`src/rtl/rob_recovery_ctrl_if.sv`:
```
// ----------------------------------------------------------------------------
// rob_recovery_ctrl_if
// Bundles every signal between the mispredict-recovery sequencer and its
// neighbours (branch resolution, ROB, free list, map table).
//
// Port summary (as seen from the recovery controller, modport master):
//   in : en, rollback_req, rollback_idx, rob_tail,
//        walk_T, walk_T_old, walk_dest, free_ready
//   out: rollback_en, rollback_idx_out, walk_idx,
//        free_en, free_T,
//        map_restore_en, map_restore_dest, map_restore_T,
//        stall_dispatch, busy, done
// The slave modport is the mirror image used by the surrounding logic.
// ----------------------------------------------------------------------------
interface rob_recovery_ctrl_if #(
    parameter int NUM_ROB        = 32,
    parameter int NUM_PR         = 64,
    parameter int NUM_ARCH_TABLE = 32
);
    localparam int RW = $clog2(NUM_ROB);
    localparam int PW = $clog2(NUM_PR);
    localparam int AW = $clog2(NUM_ARCH_TABLE);

    logic          en;
    logic          rollback_req;
    logic [RW-1:0] rollback_idx;
    logic [RW-1:0] rob_tail;
    logic [PW-1:0] walk_T;
    logic [PW-1:0] walk_T_old;
    logic [AW-1:0] walk_dest;
    logic          free_ready;

    logic          rollback_en;
    logic [RW-1:0] rollback_idx_out;
    logic [RW-1:0] walk_idx;
    logic          free_en;
    logic [PW-1:0] free_T;
    logic          map_restore_en;
    logic [AW-1:0] map_restore_dest;
    logic [PW-1:0] map_restore_T;
    logic          stall_dispatch;
    logic          busy;
    logic          done;

    modport master (
        input  en, rollback_req, rollback_idx, rob_tail,
               walk_T, walk_T_old, walk_dest, free_ready,
        output rollback_en, rollback_idx_out, walk_idx,
               free_en, free_T,
               map_restore_en, map_restore_dest, map_restore_T,
               stall_dispatch, busy, done
    );

    modport slave (
        output en, rollback_req, rollback_idx, rob_tail,
               walk_T, walk_T_old, walk_dest, free_ready,
        input  rollback_en, rollback_idx_out, walk_idx,
               free_en, free_T,
               map_restore_en, map_restore_dest, map_restore_T,
               stall_dispatch, busy, done
    );
endinterface

```
`src/rtl/rob_recovery_ctrl.sv`:
```
// ----------------------------------------------------------------------------
// rob_recovery_ctrl
// Sequences branch-mispredict recovery: accepts one rollback request, pulses
// rollback_en to the ROB for a single cycle, then walks the squashed ROB
// entries youngest to oldest, returning each T to the free list and restoring
// map_table[dest] to T_old. Dispatch is stalled from the cycle after accept
// until the done pulse.
//
// Ports:
//   clock - rising-edge system clock
//   reset - asynchronous, active-low reset
//   bus   - rob_recovery_ctrl_if.master (request, ROB read port, free-list
//           return, map-table restore, status outputs)
// ----------------------------------------------------------------------------
module rob_recovery_ctrl #(
    parameter int NUM_ROB        = 32,
    parameter int NUM_PR         = 64,
    parameter int NUM_ARCH_TABLE = 32,
    parameter int ZERO_REG       = 31
) (
    input  logic                       clock,
    input  logic                       reset,
    rob_recovery_ctrl_if.master        bus
);
    localparam int RW = $clog2(NUM_ROB);
    localparam int PW = $clog2(NUM_PR);
    localparam int AW = $clog2(NUM_ARCH_TABLE);

    typedef enum logic [1:0] {
        IDLE  = 2'd0,
        FLUSH = 2'd1,
        WALK  = 2'd2,
        DONE  = 2'd3
    } state_t;

    state_t        state_q, state_d;
    logic [RW-1:0] branchIdx_q, branchIdx_d;
    logic [RW-1:0] walkPtr_q, walkPtr_d;
    logic [RW-1:0] count_q, count_d;

    // An entry is consumed only when enabled, walking, and the free list
    // can take the returned register this cycle.
    logic consume;
    assign consume = bus.en && (state_q == WALK) && bus.free_ready;

    // State and walk bookkeeping registers.
    always_ff @(posedge clock or negedge reset) begin
        if (!reset) begin
            state_q     <= IDLE;
            branchIdx_q <= '0;
            walkPtr_q   <= '0;
            count_q     <= '0;
        end else begin
            state_q     <= state_d;
            branchIdx_q <= branchIdx_d;
            walkPtr_q   <= walkPtr_d;
            count_q     <= count_d;
        end
    end

    // Next-state logic. Everything holds while en is low. The squash count
    // uses RW-bit wrap arithmetic, so a full ROB needs no special case.
    always_comb begin
        state_d     = state_q;
        branchIdx_d = branchIdx_q;
        walkPtr_d   = walkPtr_q;
        count_d     = count_q;
        if (bus.en) begin
            case (state_q)
                IDLE: begin
                    if (bus.rollback_req) begin
                        branchIdx_d = bus.rollback_idx;
                        walkPtr_d   = RW'(bus.rob_tail - RW'(1));
                        count_d     = RW'(bus.rob_tail - bus.rollback_idx - RW'(1));
                        state_d     = FLUSH;
                    end
                end
                FLUSH: begin
                    state_d = (count_q == '0) ? DONE : WALK;
                end
                WALK: begin
                    if (bus.free_ready) begin
                        walkPtr_d = RW'(walkPtr_q - RW'(1));
                        count_d   = RW'(count_q - RW'(1));
                        if (count_q == RW'(1)) begin
                            state_d = DONE;
                        end
                    end
                end
                DONE: begin
                    state_d = IDLE;
                end
                default: begin
                    state_d = IDLE;
                end
            endcase
        end
    end

    // Output logic. Data outputs are gated with their strobes so that they
    // read as zero whenever nothing is being returned or restored.
    always_comb begin
        bus.rollback_en      = bus.en && (state_q == FLUSH);
        bus.rollback_idx_out = branchIdx_q;
        bus.walk_idx         = walkPtr_q;
        bus.stall_dispatch   = (state_q != IDLE);
        bus.busy             = (state_q != IDLE);
        bus.done             = bus.en && (state_q == DONE);
        bus.free_en          = 1'b0;
        bus.free_T           = PW'(0);
        bus.map_restore_en   = 1'b0;
        bus.map_restore_dest = AW'(0);
        bus.map_restore_T    = PW'(0);
        if (consume && (bus.walk_dest != AW'(ZERO_REG))) begin
            bus.free_en          = 1'b1;
            bus.free_T           = bus.walk_T;
            bus.map_restore_en   = 1'b1;
            bus.map_restore_dest = bus.walk_dest;
            bus.map_restore_T    = bus.walk_T_old;
        end
    end
endmodule

```
`src/flat_wrapper.sv`:
```
// flat-port wrapper written by rule: the top's interface ports become plain ports
module rob_recovery_ctrl_flat 
#(
    parameter int NUM_ROB        = 32,
    parameter int NUM_PR         = 64,
    parameter int NUM_ARCH_TABLE = 32,
    parameter int ZERO_REG       = 31
)
  (clock, reset, bus_en, bus_rollback_req, bus_rollback_idx, bus_rob_tail, bus_walk_T, bus_walk_T_old, bus_walk_dest, bus_free_ready, bus_rollback_en, bus_rollback_idx_out, bus_walk_idx, bus_free_en, bus_free_T, bus_map_restore_en, bus_map_restore_dest, bus_map_restore_T, bus_stall_dispatch, bus_busy, bus_done);
  rob_recovery_ctrl_if #(.NUM_ROB(NUM_ROB), .NUM_PR(NUM_PR), .NUM_ARCH_TABLE(NUM_ARCH_TABLE)) bus_i ();
  input  logic clock;
  input  logic reset;
  input wire logic [$bits(bus_i.en)-1:0] bus_en;
  input wire logic [$bits(bus_i.rollback_req)-1:0] bus_rollback_req;
  input wire logic [$bits(bus_i.rollback_idx)-1:0] bus_rollback_idx;
  input wire logic [$bits(bus_i.rob_tail)-1:0] bus_rob_tail;
  input wire logic [$bits(bus_i.walk_T)-1:0] bus_walk_T;
  input wire logic [$bits(bus_i.walk_T_old)-1:0] bus_walk_T_old;
  input wire logic [$bits(bus_i.walk_dest)-1:0] bus_walk_dest;
  input wire logic [$bits(bus_i.free_ready)-1:0] bus_free_ready;
  output wire logic [$bits(bus_i.rollback_en)-1:0] bus_rollback_en;
  output wire logic [$bits(bus_i.rollback_idx_out)-1:0] bus_rollback_idx_out;
  output wire logic [$bits(bus_i.walk_idx)-1:0] bus_walk_idx;
  output wire logic [$bits(bus_i.free_en)-1:0] bus_free_en;
  output wire logic [$bits(bus_i.free_T)-1:0] bus_free_T;
  output wire logic [$bits(bus_i.map_restore_en)-1:0] bus_map_restore_en;
  output wire logic [$bits(bus_i.map_restore_dest)-1:0] bus_map_restore_dest;
  output wire logic [$bits(bus_i.map_restore_T)-1:0] bus_map_restore_T;
  output wire logic [$bits(bus_i.stall_dispatch)-1:0] bus_stall_dispatch;
  output wire logic [$bits(bus_i.busy)-1:0] bus_busy;
  output wire logic [$bits(bus_i.done)-1:0] bus_done;
  assign bus_i.en = bus_en;
  assign bus_i.rollback_req = bus_rollback_req;
  assign bus_i.rollback_idx = bus_rollback_idx;
  assign bus_i.rob_tail = bus_rob_tail;
  assign bus_i.walk_T = bus_walk_T;
  assign bus_i.walk_T_old = bus_walk_T_old;
  assign bus_i.walk_dest = bus_walk_dest;
  assign bus_i.free_ready = bus_free_ready;
  assign bus_rollback_en = bus_i.rollback_en;
  assign bus_rollback_idx_out = bus_i.rollback_idx_out;
  assign bus_walk_idx = bus_i.walk_idx;
  assign bus_free_en = bus_i.free_en;
  assign bus_free_T = bus_i.free_T;
  assign bus_map_restore_en = bus_i.map_restore_en;
  assign bus_map_restore_dest = bus_i.map_restore_dest;
  assign bus_map_restore_T = bus_i.map_restore_T;
  assign bus_stall_dispatch = bus_i.stall_dispatch;
  assign bus_busy = bus_i.busy;
  assign bus_done = bus_i.done;
  rob_recovery_ctrl #(.NUM_ROB(NUM_ROB), .NUM_PR(NUM_PR), .NUM_ARCH_TABLE(NUM_ARCH_TABLE), .ZERO_REG(ZERO_REG)) u_core (.clock(clock), .reset(reset), .bus(bus_i));
endmodule
```
`config.mk`:
```
export PLATFORM = sky130hd
export DESIGN_NAME = rob_recovery_ctrl_flat
export DESIGN_NICKNAME = d
export VERILOG_FILES = /design/src/rtl/rob_recovery_ctrl_if.sv /design/src/rtl/rob_recovery_ctrl.sv /design/src/flat_wrapper.sv
export SDC_FILE = /design/constraint.sdc
export NUM_CORES = 1
export LEC_CHECK = 0
export CORE_MARGIN = 2
export CORE_UTILIZATION = 24
export CTS_CLUSTER_SIZE = 30
export DETAILED_ROUTE_END_ITERATION = 6
export PLACE_DENSITY = 0.52
export SETUP_SLACK_MARGIN = 0.02
export SKIP_LAST_GASP = 1
export SYNTH_ARGS = -nofsm -noshare
export SYNTH_HDL_FRONTEND = slang
export SYNTH_SLANG_ARGS = --single-unit
```
`constraint.sdc`:
```
create_clock -name clock -period 2.3 [get_ports clock]
set_clock_uncertainty 0.2 [all_clocks]
set_input_delay 0.23 -clock clock [delete_from_list [all_inputs] [get_ports clock]]
set_output_delay 0.23 -clock clock [all_outputs]
set_load 0.02 [all_outputs]
```
## Word level (Yosys, flattened, before mapping)

Index checks and enable logic that the tools add are counted.

| storage, ports and cells | value |
|---|---|
| flip-flop bits (word level) | 17 |
| bits in latches | 0 |
| bits in writable memories | 0 |
| ROM bits | 0 |
| input bits | 32 |
| output and inout bits | 33 |
| logic and storage cells | 44 |
| memories kept | 0 |

| operators by class | value |
|---|---|
| add/sub/neg operators | 5 |
| multiply operators | 0 |
| divide/modulo/power cells | 0 |
| $lt $le $gt $ge | 0 |
| equal/unequal tests | 8 |
| shift-type cells | 0 |
| multiplexer cells | 15 |
| bitwise operators | 0 |
| reduce and logical (&&, ||, !) cells | 12 |

Operators with widths:

| operator | count |
|---|---|
| 5-bit 2-to-1 mux | 5 |
| 5-bit one-hot mux with 2 select lines | 2 |
| 5-bit by 1-bit subtractor with 5-bit output (second input constant) | 4 |
| 6-bit 2-to-1 mux | 2 |
| 2-bit one-hot mux with 4 select lines | 1 |
| 4-bit AND reduction | 2 |
| 2-bit 2-to-1 mux | 3 |
| 2-bit inequality test (second input constant) | 3 |
| 5-bit by 1-bit == test with 1-bit output (second input constant) | 1 |
| 1-bit logical AND | 5 |
| 5-bit logical NOT | 1 |
| 5-bit inequality test (second input constant) | 1 |
| 5-bit subtractor | 1 |
| 2-bit == test (second input constant) | 2 |
| 2-bit nonzero test | 2 |
| 3-bit AND reduction | 1 |
| 2-bit by 1-bit == test with 1-bit output (second input constant) | 1 |
| 2-bit logical NOT | 1 |
| 1-bit 2-to-1 mux | 2 |

## Depth between registers and ports, before layout

Gate-level depths: netlist of the first run.

| depth | value |
|---|---|
| depth in word-level cells | 5 |
| depth in mapped cells | 10 |
| depth with buffers taken out | 8 |

## Least setup slack after synthesis of the first run

OpenSTA, ideal clock, no wires.

| timing path | value |
|---|---|
| path type | register to register |
| from | reg u_core.state_q[0] |
| to | reg u_core.walkPtr_q[2], in the netlist u_core.bus.walk_idx[2] |
| setup time | 0.123 ns |
| arrival | 2.011 ns |
| required time | 1.977 ns |
| path slack | -0.034 ns |
| stages on the path, launching flop included | 11 |
| clock period less this slack | 2.334 ns |
| path through | dfrtp_1 inv_1 ha_1 buf_4 clkbuf_1 mux2i_1 ha_1 nand2_1 nor4b_1 o21ai_0 o221a_1 |

| between the ends | value |
|---|---|
| word-level cells in the longest chain between the ends | 3 |
| elaborated cells between the ends (all ways) | 7 |

RTL lines:

| what | line | source |
|---|---|---|
| from (decl) | rob_recovery_ctrl.sv:36 | `state_t state_q, state_d;` |
| from (signal assigned) | rob_recovery_ctrl.sv:54 | `state_q <= state_d;` |
| 2-bit == test or 2-bit logical NOT (tied branches) | rob_recovery_ctrl.sv:69 | `case (state_q)` |
| 2-bit inequality test (no line) or 2-bit nonzero test (tied branches) | -- |  |
| 4-bit AND reduction (no line) | -- |  |
| to (signal assigned) | rob_recovery_ctrl.sv:56 | `walkPtr_q <= walkPtr_d;` |
| to (decl) | rob_recovery_ctrl.sv:38 | `logic [RW-1:0] walkPtr_q, walkPtr_d;` |

Parallel ways exist; a longest one is shown, timed or not.
A chain may end at the register's enable or synchronous reset.

## Final worst setup path of the first run

| timing path | value |
|---|---|
| from | reg u_core.state_q[1] |
| to | out bus_busy |

| between the ends | value |
|---|---|
| word-level cells in the longest chain between the ends | 1 |

RTL lines:

| what | line | source |
|---|---|---|
| 2-bit nonzero test | rob_recovery_ctrl.sv:107 | `bus.busy = (state_q != IDLE);` |
| to (decl) | flat_wrapper.sv:30 | `output wire logic [$bits(bus_i.busy)-1:0] bus_busy;` |

No other way between the ends.

==> results of run 1 <==
[routing by layer]
layer	vias up	wire length, um
met5	-	0
met4	0	13
met3	2	157
met2	23	1800
met1	625	1880
li1	698	-
[sequential cells by signal, indices dropped and copies added (netlist names)]
| signal | cells |
|---|---|
| u_core.bus.rollback_idx_out | 5 |
| u_core.bus.walk_idx | 5 |
| u_core.count_q | 5 |
| u_core.state_q | 2 |
[placed cells by master (no fill, tap or decap), types with 3 or more instances in the layout]
cell type         n
xnor2_1           5
buf_4            20
nor3_1            3
nor2_1            5
o221a_1           4
nand3_1           3
inv_1            10
clkbuf_8          3
and2_1           19
dfrtp_1          17
nand2_1          13
clkdlybuf4s50_1  44
mux2i_1           3
clkbuf_2         16
o21ai_0          11
a21oi_1           3
nor4b_1           5
ha_1             10
[critical path, stage by stage, from the launching register on]
cell	delay (ps)
dfrtp_1	350
buf_4	130
inv_1	50
ha_1	230
buf_4	170
inv_1	60
clkdlybuf4s50_1	590
[per-stage QoR]
stage               utilization [%]  hold slack (ps)  area (um2)
floorplan                         -             -266        1380
global placement               39.9              266        2210
detailed placement             39.9              270        2210
CTS                            40.5              123        2250
global route                   40.1              137        2220
finish                         40.1              110        2220
[cell usage after synthesis]
library cell   n  area share, %
o31ai_1        2            1.1
nor3_1         3            1.1
or2b_1         1           0.54
nand2_1       13            3.5
o21ai_0       12            4.4
nand3_1        3            1.1
o21a_1         1           0.54
o41ai_1        1           0.63
nor2b_1        1           0.45
mux2_2         2            1.6
and3_1         1           0.45
xnor2_1        5            3.2
mux2i_2        1            1.0
ha_1          11             10
xor2_1         2            1.3
o211ai_1       2            1.1
and2_1        19            8.6
or4b_1         2            1.5
nor3b_4        1            1.4
dfrtp_1       17             31
nand4b_1       1           0.63
nand4bb_1      1           0.82
nand2_2        1           0.45
nor3b_1        1           0.54
inv_1         10            2.7
nor2_1         5            1.4
fa_1           1            1.5
nand2b_1       2           0.91
o221a_1        4            3.3
clkbuf_1       3           0.82
buf_4          3            1.6
and4b_1        1           0.73
nor4b_1        5            3.2
a21oi_1        3            1.1
a2bb2oi_1      1           0.63
nand3b_1       1           0.54
mux2i_1        4            2.9
o2111ai_1      1           0.63
a21o_1         2            1.1
a31oi_1        1           0.45
[worst max-delay path by stage]
| stage | from | to | slack, ps |
|---|---|---|---|
| after floorplan | u_core.state_q[0]$_DFFE_PN0P_ | bus_free_T[0] | 50 |
| after global placement | bus_walk_dest[1] | bus_free_T[2] | -60 |
| after detailed placement | bus_walk_dest[2] | bus_map_restore_T[2] | -90 |
| after CTS | u_core.state_q[0]$_DFFE_PN0P_ | bus_map_restore_T[2] | -3 |
| after global routing | u_core.state_q[0]$_DFFE_PN0P_ | bus_map_restore_T[2] | -70 |
| final | u_core.state_q[1]$_DFFE_PN0P_ | bus_busy | 30 |
[cell type report]
class | instances | area share (%)
timing repair buffer | 84 | 32.0
clock buffer | 4 | 2.03
inverter | 10 | 1.69
multi-input combinational | 118 | 41.0
sequential | 17 | 19.2
tap | 72 | 4.06
[power by group through the flow]
| stage | Combinational, mW | Sequential (mW) | Clock, mW |
|---|---|---|---|
| 6_report | 1.49 | 0.590 | 0.236 |
| 3_3_place_gp | 1.45 | 0.596 | 0 |
| 5_1_grt | 1.64 | 0.612 | 0.263 |
| 3_5_place_dp | 1.46 | 0.593 | 0 |
| 2_1_floorplan | 0.764 | 0.681 | 0 |
| 4_1_cts | 1.45 | 0.589 | 0.249 |
[what timing repair did]
action | 4_1_cts | 5_1_grt
setup buffers | 0 | 2
resized for setup | 29 | 31
pin swaps | 0 | 3
endpoints found under the setup margin | 19 | 25
[cells by family (layout without fill, tap and decap cells)]
kind of cell / Yosys count / in the layout
xor gates and xnor gates: 7 / 7
and+or+nand+nor: 62 / 62
DFF: 17 / 17
muxes: 7 / 7
adders and majority gates: 12 / 12
AOI/OAI and AO/OA: 30 / 30
buffers and inverters: 16 / 98
==> flow_summary.toml, run 1 <==
[drt]
viasPerCell = 4.42
drc = 0
wl_um = 3850
vias = 1348
drt-initial-drc-count = 58
firstDrtPassIters = 4
wl_per_cell_um = 12.6
antenna_left = 0

[sta]
finalMaxSlewViolations = 0
tightest_slew_ps = 354
finalCritPeriodShare_pct = 98.6
slew_headroom_pct = 76.1
fmax_mhz = 441
setup_violations = 0
rsz0062_at_grt = "true"
setup-tns-final_ps = 0
hold_violations = 0
finalCriticalPeriod_ps = 2270
worst_slack_ps = 32.2

[worst_setup_path]
path_max_fanout = 5
crit_path_start_kind = "flop"
path_class = "flop to output pin"
reg2reg_from = "u_core.state_q[0]$_DFFE_PN0P_"
arrival_ps = 1840
r2r_end = "u_core.bus.walk_idx[2]$_DFFE_PN0P_"
reg2reg_depth = 9
end_kind = "output pin"
r2r_slack_ps = 150
crit_required_ps = 1870

[power]
power.density_nw_per_um2 = 1040
p_sw_uw = 980
comb_power_share_pct = 64.3
max-vdd-ir-drop_uv = 497
sw_frac_of_total_pct = 42.4
total_leakage_power_nw = 1.00
clkPwrFrac_pct = 10.2
seq_power_share_pct = 25.5
p_int_mw = 1.33
p_total_mw = 2.31

[global_routing]
grt_usage_pct = 12.6
grt_busiest_layer = "met2"
grt_pass1_wl_um = 6380
grt_use_met3_pct = 3.39
use_met2_pct = 20.3
gr-usage-met1_pct = 17.5
grt_pass1_vias = 1265
grt_max_degree = 18
gr-total-overflow = 0
antenna_found_initial = 0

[placed_design]
pre_cts_ws_ps = -89.4
dp_cells = 299
gp_congestion = 0.806
portBuffers = 64
dp_hpwl_um = 3070

[synth]
synthMuxAreaShare_pct = 5.53
syn-num-nets = 195
synth_compound_area_share_pct = 14.9
syn_area_per_cell_um2 = 9.14
yosys_warnings = 0
ys_seq_area_share_pct = 30.8
synth-simple-area-share_pct = 27.7
synth_top_family_by_area = "simple AND/OR/NAND/NOR gates"
synthCells = 151
synth_adder_area_share_pct = 11.4
synthDistinctLibCells = 40
syn_area_um2 = 1380
synth_xor_area_share_pct = 4.44
synth-seq-cells = 17

[worst_hold_path]
min_path_type = "primary input to asynchronous set/reset pin"

[floorplan]
die_w_um = 79.8
dieArea_um2 = 6370
io_pins = 65
num_rows = 27
start_util_pct = 24.9
core_um2 = 5540
fp.dieH_um = 79.8

[clock_network]
clkTransAtPathRegs_ps = 70
h-tree-depth = 1
clock_tree.buffer_depth = 2
numClockSinks = 17
root_buffer = "clkbuf_8"
clock_latency_ps = 260
cts_inserted_buffers = 3
hold_buffers = 0
cts_tree = "built"

[run]
maxCapViolCount = 0

[cells_and_area]
multi_input_area_um2 = 911
antenna_cells = 0
area_growth_pct = 60.8
stdcell_count = 305
fillCellCount = 603
drive_gt1_share_pct = 20.2
register_area_um2 = 425
nets = 278

[outcome]
status = "complete, no violations"
(Power assumes the default switching activity.)
==> inputs of run 2 (changes only) <==
--- a/config.mk
+++ b/config.mk
@@ -9,6 +9,7 @@
 export CORE_UTILIZATION = 24
 export CTS_CLUSTER_SIZE = 30
 export DETAILED_ROUTE_END_ITERATION = 6
+export HOLD_SLACK_MARGIN = 0.12
 export PLACE_DENSITY = 0.52
 export SETUP_SLACK_MARGIN = 0.02
 export SKIP_LAST_GASP = 1
==> constraint.sdc (replaced) <==
create_clock -name clock -period 2.3 [get_ports clock]
set_clock_uncertainty 0.2 [all_clocks]
set_input_delay 0.23 -clock clock [delete_from_list [all_inputs] [get_ports clock]]
set_output_delay 0.23 -clock clock [all_outputs]
set_load 0.005 [all_outputs]
==> flow_summary.toml, run 2 (same netlist as run 1, synthesis figures left out) <==
[worst_hold_path]
worstHoldPathCells = 2
min_path_type = "flop to flop"

[worst_setup_path]
cp.depth = 7
crit_buf_inv = 3
critPathTopFamily = "buffers and inverters"
reg2reg_depth = 10
path_max_fanout = 9
crit_path_start_kind = "flop"
r2r_slack_ps = 120
arrival_ps = 1900
path_class = "flop to output pin"
path_cells = "inv_2 -> ha_4 -> nand3_2 -> a31oi_4 -> buf_6 -> and2_1 -> clkdlybuf4s50_1"
slowest_delay_ps = 500
crit_slowest_cell = "clkdlybuf4s50_1"
crit_required_ps = 1870
end_kind = "output pin"

[drt]
drt-initial-drc-count = 63
wl_per_cell_um = 13.1
wl_um = 4050
viasPerCell = 4.37
firstDrtPassIters = 4
antenna_left = 0
vias = 1349
drc = 0

[sta]
hold_violations = 0
slew_headroom_pct = 76.8
finalCriticalPeriod_ps = 2330
tightest_slew_ps = 343
finalMaxSlewViolations = 0
rsz0062_at_grt = "true"
worst_slack_ps = -34.1
setup_violations = 7
fmax_mhz = 428
finalCritPeriodShare_pct = 101

[global_routing]
grt_usage_pct = 13.3
grt_max_degree = 19
gr-total-overflow = 0
grt_pass1_wl_um = 6540
antenna_found_initial = 0
grt_pass1_vias = 1285

[floorplan]
num_rows = 27
die_w_um = 79.8
io_pins = 65
start_util_pct = 24.9
core_um2 = 5540
dieArea_um2 = 6370
fp.dieH_um = 79.8

[cells_and_area]
final_common_cell = "clkdlybuf4s50_1"
area_growth_pct = 72.9
antenna_cells = 0
nets = 282
utilization_pct = 43.1
layout_common_cells = "clkdlybuf4s50_1, and2_1, buf_4"
drive_gt1_share_pct = 17.3

[clock_network]
clock_latency_ps = 250
clkTransAtPathRegs_ps = 70
cts_tree = "built"
cts_inserted_buffers = 3
root_buffer = "clkbuf_8"
numClockSinks = 17
clock_tree.buffer_depth = 2
h-tree-depth = 1

[run]
maxCapViolCount = 0

[placed_design]
gp_congestion = 0.787
dp_hpwl_um = 2970
portBuffers = 64
pre_cts_ws_ps = -35.8

[power]
max-vdd-ir-drop_uv = 524
power.density_nw_per_um2 = 946
total_leakage_power_nw = 1.05
p_total_mw = 2.26

[outcome]
violations = "negative setup slack"
status = "finished, violations left"
## run 2: what timing repair did
action | 4_1_cts | 5_1_grt
pin swaps | 0 | 3
gates cloned | 2 | 0
endpoints found under the setup margin | 19 | 23
setup buffers | 5 | 3
resized for setup | 21 | 8
hold buffers | 1 | 0
endpoints found under the hold margin | 10 | 0
## run 2: power by group
part / switching (mW) / internal, mW
Combinational: 0.586 / 0.831
Sequential: 0.160 / 0.452
Clock: 0.108 / 0.120
Total: 0.854 / 1.40
## run 2: layout make-up
| class | count | area [um2] |
|---|---|---|
| Clock buffer | 3 | 41.3 |
| Clock inverter | 1 | 5.00 |
| Fill cell | 584 | 3150 |
| Inverter | 10 | 37.5 |
| Multi-Input combinational cell | 118 | 947 |
| Sequential cell | 17 | 427 |
| Tap cell | 72 | 90.1 |
| Timing Repair Buffer | 88 | 838 |
## run 2: metal layers
| layer | vias up | share of wire [%] | track usage [%] |
|---|---|---|---|
| met4 | 0 | 0.94 | 2.20 |
| met3 | 6 | 4.6 | 3.05 |
| met2 | 33 | 48 | 21.8 |
| li1 | 703 | - | - |
| met1 | 607 | 47 | 18.1 |
| met5 | - | 0 | 0 |
## run 2: path summary, 6_finish.rpt
path | start | to
setup / recovery | u_core.state_q[0]$_DFFE_PN0P_ | bus_map_restore_T[0]
hold / removal | u_core.bus.rollback_idx_out[0]$_DFFE_PN0P_ | u_core.bus.rollback_idx_out[0]$_DFFE_PN0P_
setup reg to reg | u_core.state_q[0]$_DFFE_PN0P_ | u_core.bus.walk_idx[2]$_DFFE_PN0P_
hold reg to reg | u_core.bus.rollback_idx_out[0]$_DFFE_PN0P_ | u_core.bus.rollback_idx_out[0]$_DFFE_PN0P_
max in group asynchronous | reset | u_core.state_q[1]$_DFFE_PN0P_
min in group asynchronous | reset | u_core.bus.walk_idx[2]$_DFFE_PN0P_
## run 2: per-stage QoR
stage                     hold slack, ps  setup TNS (ps)  instances  cell area, um2
after floorplan                     -266               0        151            1380
after global placement               265           -18.1        294            2190
after detailed placement             270           -78.0        294            2190
after CTS                            285            -410        306            2330
after global routing                 335           -1480        309            2390
final                                284            -212        309            2390
## run 2: worst register-to-register path: cells and delay by family, from the launching register on
| kind | cells | cell delay (ps) |
|---|---|---|
| AO/OA/AOI/OAI | 2 | 270 |
| adder cells (fa/ha/maj) | 2 | 330 |
| buffers and inverters | 3 | 330 |
| flip-flops | 1 | 390 |
| multiplexers | 1 | 270 |
| AND/OR/NAND/NOR | 2 | 290 |
==> edit (settings of run 2) <==
`NUM_ARCH_TABLE` is set to 32 in 3 places; all go to 16.
--- a/src/rtl/rob_recovery_ctrl_if.sv
+++ b/src/rtl/rob_recovery_ctrl_if.sv
@@ -17,3 +17,3 @@
     parameter int NUM_PR         = 64,
-    parameter int NUM_ARCH_TABLE = 32
+    parameter int NUM_ARCH_TABLE = 16
 );
--- a/src/rtl/rob_recovery_ctrl.sv
+++ b/src/rtl/rob_recovery_ctrl.sv
@@ -17,3 +17,3 @@
     parameter int NUM_PR         = 64,
-    parameter int NUM_ARCH_TABLE = 32,
+    parameter int NUM_ARCH_TABLE = 16,
     parameter int ZERO_REG       = 31
--- a/src/flat_wrapper.sv
+++ b/src/flat_wrapper.sv
@@ -5,3 +5,3 @@
     parameter int NUM_PR         = 64,
-    parameter int NUM_ARCH_TABLE = 32,
+    parameter int NUM_ARCH_TABLE = 16,
     parameter int ZERO_REG       = 31
Interface: changed (resized bus_map_restore_dest and bus_walk_dest); port bits go from 65 to 63. No check against the original RTL was run, so the function may have changed too.
==> edit against run 2 <==
- the run still ends with setup timing left
- worst setup slack lost 80 ps
- critical endpoint is now bus_free_T[4]
- sequential cell count is the same
- final cell count grew 0.65%
- worst hold slack gained 1.9 ps
- routed wire length grew 2.3%
- area after synthesis shrank 0.73%
- power grew 9.7%
- clock power grew 4%
- sequential share of layout area shrank 0.85 points
- utilization grew 2.3 points
- register-to-register slack lost 80 ps
- cell area grew 4.7%
- critical path depth is the same
- count of clock-buffer cells in the layout is the same
==> edit: results (changes against run 2) <==
OUTCOME='finished with violations'
VIOLATIONS='setup timing'
GRT_MAX_DEGREE=19  # unchanged
DETAILEDROUTE.FIRSTITERATIONVIOLATIONS=39  # -38%
HTREE_LEVELS=1  # unchanged
CLOCK_INSERTION_DELAY_WORST_SKEW_PS=260
WL_MET1_MM=1.73  # -8.6%
HOLD_CLASS='reg2reg'
ARRIVAL_PS=1980  # +80 ps
DR.MAX_LAYER_USED='met4'
SWITCHINGPOWER_W=0.000933  # +9.2%
CLOCK-ROOT-BUFFER='clkbuf_8'
TIGHTEST_SLEW_PS=374  # +31.0 ps
WORSTPATHMAXFANOUT=5  # -4
DR_WL_MET2_MM=1.94  # unchanged
POSTSYNTHNETCOUNT=192  # -1.5%
SYNTH_EDF_COUNT=0  # unchanged
CTS_BUFFERS=3  # unchanged
FRACTION_OF_LAYOUT_CELLS_WITH_A_SIZE_SUFFIX_ABOVE_1_PCT=23.4  # +6.1 points
SYNTH.LIB_CELLS_USED.DISTINCT=39  # -2.5%
DRT-WIRELENGTH-PER-CELL_UM=13.3  # +1.6%
YS_TOP_CELLS_BY_AREA='dfrtp_1 31%, ha_1 10%, and2_1 8.2%, o21ai_0 4.4%, nand2_1 3.6%'
HPWL_MM=2.88  # -3.2%
INSERTEDDIODECOUNT=0  # unchanged
P_LEAK_nW=1.12  # +6.6%
MET3ROUTEDLENGTH_UM=401  # +120%
GRT_ANTENNA_BEFORE_REPAIR=0  # unchanged
SYNTH_WARNINGS=0  # unchanged
FINALWORSTSETUPSLACK_PS=-114  # -79.9 ps
IRDROPWORSTVDD_uV=474  # -9.5%
TRACK_USAGE_PCT=12.5  # -0.79 points
YS_TOP_CELLS_BY_COUNT='18 x and2_1, 17 x dfrtp_1, 13 x nand2_1, 12 x o21ai_0, 11 x ha_1'
VIAS_PER_CELL=4.64  # +6.2%
NUM_VIAS=1442  # +6.9%
NUMPLACEDINSTANCES=291  # -1.0%
CLOCK_TREE.BUFFER_DEPTH=2  # unchanged
PATH_CLK_SLEW_PS=70  # about the same
FIRST_PASS_ITERS=4  # unchanged
POST_SYNTH_INST_COUNT=149  # -1.3%
IO_BUFFER_COUNT=62  # -3.1%
PLACEMENT.CELL_AREA_SQ_MM=0.00216  # -1.0%
SETUP_VIOL=7  # unchanged
GRT_PASS1_WL_MM=6.33  # -3.3%
SYNTH-ASYNC-RESET-RATIO_PCT=100  # unchanged
GP_CONGESTION=0.747  # -5.1%
LAYOUT.NETS=283  # +0.35%
SHARE_OF_SYNTHESIZED_AREA_OCCUPIED_BY_FLIP_FLOPS_AND_LATCHES_PCT=31.1  # +0.23 points
==> edit: cell count changes in the layout (fill, tap and decap cells not counted), sizes merged, moves of 2 or more <==
cell	delta
buf	+6
clkdlybuf4s50	-3
clkbuf	+3
dlygate4sd2	-4
dlymetal6s2s	+2
==> edit: power by group through the flow <==
stage	combinational [W]	sequential, W	clock, W
after floorplan	0.000696	0.000584	0
after global placement	0.00127	0.000607	0
after detailed placement	0.00127	0.000606	0
after CTS	0.00131	0.000605	0.000244
after global routing	0.00179	0.000650	0.000254
final	0.00162	0.000618	0.000237
==> edit: area by class of cell <==
type	instances	area, sq um
fill	528	3010
multi-input combinational	116	1000
timing repair buffer	92	898
sequential	17	425
tap	72	90.1
clock buffer	3	41.3
inverter	10	37.5
clock inverter	1	5.00
==> edit: critical path, cell delays in order, from the launching register on <==
cell and delay [ps]:
dfrtp_1 390, inv_2 60, ha_2 180, nand3_2 80, a41oi_4 250, buf_6 150
and2_1 120, clkdlybuf4s50_1 490
==> edit: path summary, 6_finish.rpt <==
kind / start / endpoint / slack [ps] / cells past startpoint
max: u_core.state_q[0] / bus_free_T[4] / -110 / 7
min: u_core.bus.rollback_idx_out[0] / u_core.bus.rollback_idx_out[0] / 290 / 2
max reg2reg: u_core.state_q[0] / u_core.bus.walk_idx[3] / 40 / 10
min reg2reg: u_core.bus.rollback_idx_out[0] / u_core.bus.rollback_idx_out[0] / 290 / 2
max in group asynchronous: reset / u_core.bus.rollback_idx_out[4] / 1070 / 3
min in group asynchronous: reset / u_core.bus.rollback_idx_out[3] / 630 / 3
==> edit: repair_timing <==
action                                 4_1_cts  5_1_grt
setup buffers                                3        9
hold buffers                                 1        0
resized for setup                           15       38
setup endpoints to repair                   18       16
cloned                                       2        2
endpoints found under the hold margin       17        0
pin swaps                                    0       10
==> edit: metrics by stage <==
stage	hold WS, ps	TNS [ps]	util (%)	worst slack [ps]
after floorplan	-266	0	-	88.3
after detailed placement	278	-44.4	39.3	-44.4
final	285	-741	45.4	-114
after global routing	331	-1970	45.4	-236
after CTS	296	-1360	41.1	-148
after global placement	274	0	39.3	4.61
==> edit: metal layers <==
metal	GRT usage (%)	vias up
li1	-	709
met1	15.8	665
met2	20.3	62
met3	2.71	6
met4	5.52	0
met5	0	-
==> edit: logic make-up (layout without fill, tap and decap cells) <==
| kind of cell | after synthesis | count (layout) | synth area share [%] |
|---|---|---|---|
| and+or+nand+nor | 60 | 60 | 27.0 |
| AOI/OAI and AO/OA | 30 | 30 | 15.2 |
| DFF | 17 | 17 | 31.1 |
| buffers and inverters | 16 | 106 | 5.21 |
| adders and majority gates | 12 | 12 | 11.5 |
| xor gates and xnor gates | 7 | 7 | 4.47 |
| muxes | 7 | 7 | 5.57 |
